## src/rtl/sdram_port_sched_pkg.sv

```systemverilog
// Shared definitions for the sdram port scheduler: FSM encoding and a
// width helper for counters and indices.
package sdram_port_sched_pkg;

   typedef enum logic [1:0] {
      ST_IDLE  = 2'd0,
      ST_BUSY  = 2'd1,
      ST_DRAIN = 2'd2
   } state_t;

   // Bits needed to hold values 0..n-1, never less than one.
   function automatic int clog2_min1(input int n);
      int w;
      w = 0;
      for (int i = 0; i < 31; i++) begin
         if ((1 << i) < n) w = i + 1;
      end
      return (w < 1) ? 1 : w;
   endfunction

endpackage

```

## src/rtl/sdram_port_sched_rr_pick.sv

```systemverilog
// Combinational round-robin picker: first requester after 'last', wrapping,
// returned as one-hot vector plus index.
module rr_pick #(
   parameter int PORTS = 2,
   parameter int IDX_W = 1
) (
   input  logic [PORTS-1:0] req,
   input  logic [IDX_W-1:0] last,
   output logic [PORTS-1:0] gnt,
   output logic [IDX_W-1:0] idx,
   output logic             valid
);

   logic [IDX_W-1:0] cand;

   always_comb begin
      // NOTE: every output gets a default before the loop so no path leaves it unassigned (no latch).
      gnt   = '0;
      idx   = '0;
      valid = 1'b0;
      cand  = '0;
      for (int i = 1; i <= PORTS; i++) begin
         cand = IDX_W'((int'(last) + i) % PORTS);
         if (!valid && req[cand]) begin
            valid     = 1'b1;
            idx       = cand;
            gnt[cand] = 1'b1;
         end
      end
   end

endmodule

```

## src/rtl/sdram_port_sched.sv

```systemverilog
// Round-robin scheduler sharing the sdram_ctrl access interface between PORTS
// requesters; holds a grant per access stream with optional forced release.
module sdram_port_sched
   import sdram_port_sched_pkg::*;
#(
   parameter int PORTS     = 2,
   parameter int HOLD_MAX  = 16,
   parameter int ADR_WIDTH = 32
) (
   input  logic                       sdram_clk,
   input  logic                       sdram_rst_n,
   input  logic [PORTS-1:0]           req_i,
   input  logic [PORTS-1:0]           we_i,
   input  logic [PORTS*ADR_WIDTH-1:0] adr_i,
   input  logic [PORTS*16-1:0]        dat_i,
   input  logic [PORTS*2-1:0]         sel_i,
   output logic [PORTS-1:0]           gnt_o,
   output logic [PORTS-1:0]           ack_o,
   output logic [15:0]                dat_o,
   input  logic                       ctrl_idle_i,
   output logic                       ctrl_acc_o,
   output logic                       ctrl_we_o,
   output logic [ADR_WIDTH-1:0]       ctrl_adr_o,
   output logic [15:0]                ctrl_dat_o,
   output logic [1:0]                 ctrl_sel_o,
   input  logic                       ctrl_ack_i,
   input  logic [15:0]                ctrl_dat_i
);

   localparam int IDX_W = clog2_min1(PORTS);
   localparam int HC_W  = clog2_min1(HOLD_MAX + 1);
   localparam logic [HC_W-1:0] HOLD_LIM = HC_W'(HOLD_MAX);

   state_t           state, state_nxt;
   logic [PORTS-1:0] gnt_nxt;
   logic [IDX_W-1:0] last, last_nxt;
   logic [HC_W-1:0]  hold_cnt, hold_nxt;
   logic [PORTS-1:0] pick_gnt;
   logic [IDX_W-1:0] pick_idx;
   logic             pick_valid;
   logic             force_rel;
   logic             has_gnt;

   rr_pick #(.PORTS(PORTS), .IDX_W(IDX_W)) u_pick (
      .req   (req_i),
      .last  (last),
      .gnt   (pick_gnt),
      .idx   (pick_idx),
      .valid (pick_valid)
   );

   // 'last' doubles as the granted port index while a grant is held.
   assign force_rel = (HOLD_MAX != 0) && (hold_cnt == HOLD_LIM) && (|(req_i & ~gnt_o));

   always_comb begin
      state_nxt = state;
      gnt_nxt   = gnt_o;
      last_nxt  = last;
      hold_nxt  = hold_cnt;
      case (state)
         ST_IDLE: begin
            if (ctrl_idle_i && pick_valid) begin
               state_nxt = ST_BUSY;
               gnt_nxt   = pick_gnt;
               last_nxt  = pick_idx;
               hold_nxt  = '0;
            end
         end
         ST_BUSY: begin
            if (ctrl_ack_i && (hold_cnt != HOLD_LIM)) hold_nxt = hold_cnt + 1'b1;
            if (!req_i[last] || force_rel) state_nxt = ST_DRAIN;
         end
         ST_DRAIN: begin
            if (ctrl_idle_i) begin
               state_nxt = ST_IDLE;
               gnt_nxt   = '0;
            end
         end
         default: begin
            state_nxt = ST_IDLE;
            gnt_nxt   = '0;
         end
      endcase
   end

   // NOTE: sequential state uses non-blocking assignment; the reset is synchronous, so it sits inside the clocked branch.
   always_ff @(posedge sdram_clk) begin
      if (!sdram_rst_n) begin
         state    <= ST_IDLE;
         gnt_o    <= '0;
         last     <= IDX_W'(PORTS - 1);
         hold_cnt <= '0;
      end else begin
         state    <= state_nxt;
         gnt_o    <= gnt_nxt;
         last     <= last_nxt;
         hold_cnt <= hold_nxt;
      end
   end

   assign has_gnt = |gnt_o;

   always_comb begin
      ctrl_acc_o = (state == ST_BUSY) && req_i[last];
      ack_o      = gnt_o & {PORTS{ctrl_ack_i}};
      dat_o      = ctrl_dat_i;
      ctrl_we_o  = has_gnt & we_i[last];
      ctrl_adr_o = has_gnt ? adr_i[last*ADR_WIDTH +: ADR_WIDTH] : '0;
      ctrl_dat_o = has_gnt ? dat_i[last*16 +: 16] : '0;
      ctrl_sel_o = has_gnt ? sel_i[last*2 +: 2] : '0;
   end

endmodule

```

## config.mk

```make
export PLATFORM = sky130hd
export DESIGN_NAME = sdram_port_sched
export DESIGN_NICKNAME = d
export VERILOG_FILES = /design/src/rtl/sdram_port_sched_pkg.sv /design/src/rtl/sdram_port_sched_rr_pick.sv /design/src/rtl/sdram_port_sched.sv
export SDC_FILE = /design/constraint.sdc
export NUM_CORES = 1
export LEC_CHECK = 0
export ABC_AREA = 1
export BUFFER_PORTS_ARGS = -buffer_cell sky130_fd_sc_hd__buf_2
export CORE_MARGIN = 8
export CORE_UTILIZATION = 34
export CTS_CLUSTER_SIZE = 24
export DETAILED_ROUTE_END_ITERATION = 16
export PLACE_DENSITY = 0.94
export SYNTH_ARGS = -nofsm -noshare
export SYNTH_HDL_FRONTEND = slang
export SYNTH_SLANG_ARGS = --single-unit
```

## constraint.sdc

```tcl
create_clock -name sdram_clk -period 3.1 [get_ports sdram_clk]
set_input_delay 0.62 -clock sdram_clk [delete_from_list [all_inputs] [get_ports sdram_clk]]
set_output_delay 0.62 -clock sdram_clk [all_outputs]
set_load 0.005 [all_outputs]
```

==> results list <==
- In this run the power spent charging and discharging nets is 0.000285 W.
- Largest net degree at the start of global routing: 54
* Chip height: 81.9 µm
- For this run, design rule violations remaining after detail routing come to 0.
* Average footprint of a synthesized cell: 5.21 µm²
* Endpoints failing setup: 0
- Sort of element at the end of the critical path: output port
- By count the netlist is led by nand2_1, a21oi_1, inv_1.
* Top-count cell post-synth: nand2_1
* Sinks on the clock net: 10
* Critical path launch point: last
- Top Ports: 196
- Weighted congestion at the end of routability-driven global placement: 0.890
- On the final layout, the worst hold slack is 0.495 ns.
- Once routing completed, OpenROAD measured the worst setup slack at 0.695 ns.
- Remaining number of nets flagged by the antenna check after routing: 0
- Prior to clock tree synthesis, the placed netlist has a worst setup slack of 0.945 ns.
- TNS Setup: 0 ns
- Upper clock frequency limit: a little over 400 MHz
* Warning count from the yosys run: 0
- The floorplan step set the die width to 81.9 µm.
- Clock-pin slew was measured on the worst setup and hold paths at 0.05 ns.
- Max VDD drop: 0.000262 V
- Across every metal layer, demand over resource in global routing totals between 10% and 20%.
- The number of setup buffers added after CTS is 0.
* Fraction of final layout cells with drive strength greater than 1: 43.0%
- The clock period could shrink to 2.40 ns.
- Between clock sinks in the finished design, the worst skew comes to 0.00490 ns.
- Area of the mapped netlist: about 1500 µm²
* Post-Syn Instances: 283
- Share of total power in the clock network: 20.5%
* Routed length per instance: 14.2 µm
- Total overflow reported by the global router: 0
* Maximum number of buffers from clock root to sink: 2
* Iteration count of the initial detailed-routing pass: 4
- Async set or reset register ratio after synthesis: 0%
- nand2_1 takes more of the synthesized area than any other cell.
- Using the TritonRoute via totals, the vias-per-cell ratio works out to between 4 and 5.
* Overall Power: 0.000682 W
* H-tree levels: 1
- Ratio of total power to cell area: 307 nW/µm²
* Inserted Clock Buffers: 3
* Count of vias placed by the detailed router: 2230
- Fraction of power consumed by combinational cells: 56.6%
- Number of nets in the final layout: ~550
- Required time at the worst-slack endpoint: 2.48 ns
* CTS tree: done
* Internal power of the cells: 0.000396 W
- The worst register-to-register path has a setup slack of between 1 and 1.5 ns.
* Worst slew slack as a fraction of its limit: approximately 47%
- Outcome: finished clean
- Once the clock tree was built, the resizer swapped 0 gates to a different size.
* Overall die area: 6700 µm²
- The setup path with the least slack is of type register to output port.
- Part of the cycle the worst path needs: 77.6%
- Static power due to leakage: between 1 and 1.5 nW
- Yosys mapped a number of flops with a built-in enable equal to 0.
- Synthesis inferred 10 register bits.
- Classification of the worst-slack hold path: register to register
- In this run the tool buffered the top-level ports with 163 buffer cells.
* Number of diodes: 0
- At the pin with the least slew margin, the transition time is 0.800 ns.
* Number of distinct library cell variants in the gate-level netlist after synthesis: 24
- Hold path start: hold_cnt[0]
* Maximum fanout along the worst path: 53
- After floorplanning, the core was sized to cover 4260 µm².
- Max-cap violations in this run came to 0.
- Count of pins over their slew limit: 0
* Net count after synthesis: 409
* Switching portion of total power: about two fifths
- Setup repair after global routing left no endpoint under its margin.
- Sequential fraction of the synthesis area: 13.6%
* Initial antenna violation count: 0
- For the worst-skew pair, the clock arrives at the later sink with an insertion delay of about 0.25 ns.
* Total wire length after detailed routing: 6670 µm
- The initialized floorplan defines 24 standard-cell rows.
- Once the floorplan was initialized, standard cells occupied approximately a third of the core.
- In the post-synthesis netlist, the biggest area contributors are nand2_1, a21oi_1, dfxtp_1, buf_4, buf_2.
* Type of element launching the critical path: register
- Registers are responsible for between 20% and 30% of the overall power.
- Final-report hold violation count: 0
- After synthesis, the largest area contributor takes up between 30% and 40% of total cell area.
- In this run the clock root is driven by a clkbuf_8.
- The first routing iteration left 88 violations.
* Worst flop-to-flop path startpoint: last
- Relative to the synthesized area, the layout overhead comes to 50.6%.
* Hold-fix buffers at CTS: 0
* Vias in the first global route: 2080
- Endpoint arrival time on the critical path: 1.78 ns
- First-pass GRT wire length: about 9500 µm
- DP HPWL: 5420 µm
- Layout fillers: 432
* Most used flip-flop cell after synthesis: dfxtp_1
==> power by group through the flow <==
| stage | Combinational (W) | Clock [W] | Sequential, W |
|---|---|---|---|
| finish | 0.000386 | 0.000140 | 0.000156 |
| global route | 0.000434 | 0.000149 | 0.000158 |
| CTS | 0.000391 | 0.000141 | 0.000156 |
| detailed placement | 0.000389 | 0 | 0.000159 |
| global placement | 0.000379 | 0 | 0.000158 |
| floorplan | 0.000225 | 0 | 0.000148 |
==> layout by cell type, fill, tap and decap left out, types with 2 or more instances in the layout <==
cell      synthesis  layout
buf_2            16     163
nand2_1         124     124
a21oi_1          58      58
inv_1            18      18
nor2_1           14      13
dfxtp_1          10       9
nand3_1           5       5
nand2_4           3       3
clkbuf_8          0       3
nor2_4            1       2
nor3_1            2       2
o21ai_0           2       2
nand2_2           2       2
ha_1              2       2
buf_4            16       2
==> layout make-up <==
| type | count | area (µm²) | area share [%] |
|---|---|---|---|
| Clock buffer | 3 | 41.3 | 1.86 |
| Timing Repair Buffer | 165 | 831 | 37.4 |
| Sequential cell | 10 | 201 | 9.07 |
| Tap cell | 52 | 65.1 | 2.93 |
| Inverter | 19 | 71.3 | 3.21 |
| Multi-Input combinational cell | 222 | 1010 | 45.5 |
==> state kept, by name (all words and copies together) (netlist names) <==
signal	flops
last	1
hold_cnt	5
state	2
gnt_o	2
==> layer usage <==
| layer | vias up | GRT usage [%] | share of wire [%] |
|---|---|---|---|
| met1 | 951 | 17.5 | 35 |
| met3 | 12 | 6.67 | 14 |
| met4 | 0 | 7.37 | 1.8 |
| met2 | 117 | 32.0 | 49 |
| li1 | 1150 | - | - |
| met5 | - | 0 | 0 |
==> final timing paths <==
kind,endpoint,cells past startpoint
setup / recovery,ctrl_acc_o,4
hold / removal,hold_cnt[0],2
setup reg to reg,state[1],6
hold reg to reg,hold_cnt[0],2
==> metrics by stage <==
stage	cell area (µm²)	utilization, %	instances
final	2220	52.1	471
after global routing	2220	52.1	471
after CTS	2220	52.1	471
after detailed placement	2180	51.1	468
after global placement	2180	51.1	468
after floorplan	1480	-	283
==> logic make-up (layout without fill, tap and decap cells) <==
group / after synthesis / count (layout) / share of synthesized area [%]
and+or+nand+nor: 153 / 153 / 42.2
AOI/OAI and AO/OA: 66 / 66 / 23.5
buffers and inverters: 51 / 187 / 18.4
DFF: 10 / 10 / 13.6
adders and majority gates: 2 / 2 / 1.70
xor gates and xnor gates: 1 / 1 / 0.594
==> critical path, stage by stage, from the launching register on <==
cell	delay [ns]
dfxtp_2	0.45
inv_2	0.65
nand2_1	0.14
a21oi_2	0.17
buf_2	0.13
No activity file was read; power rests on OpenSTA's default activity.
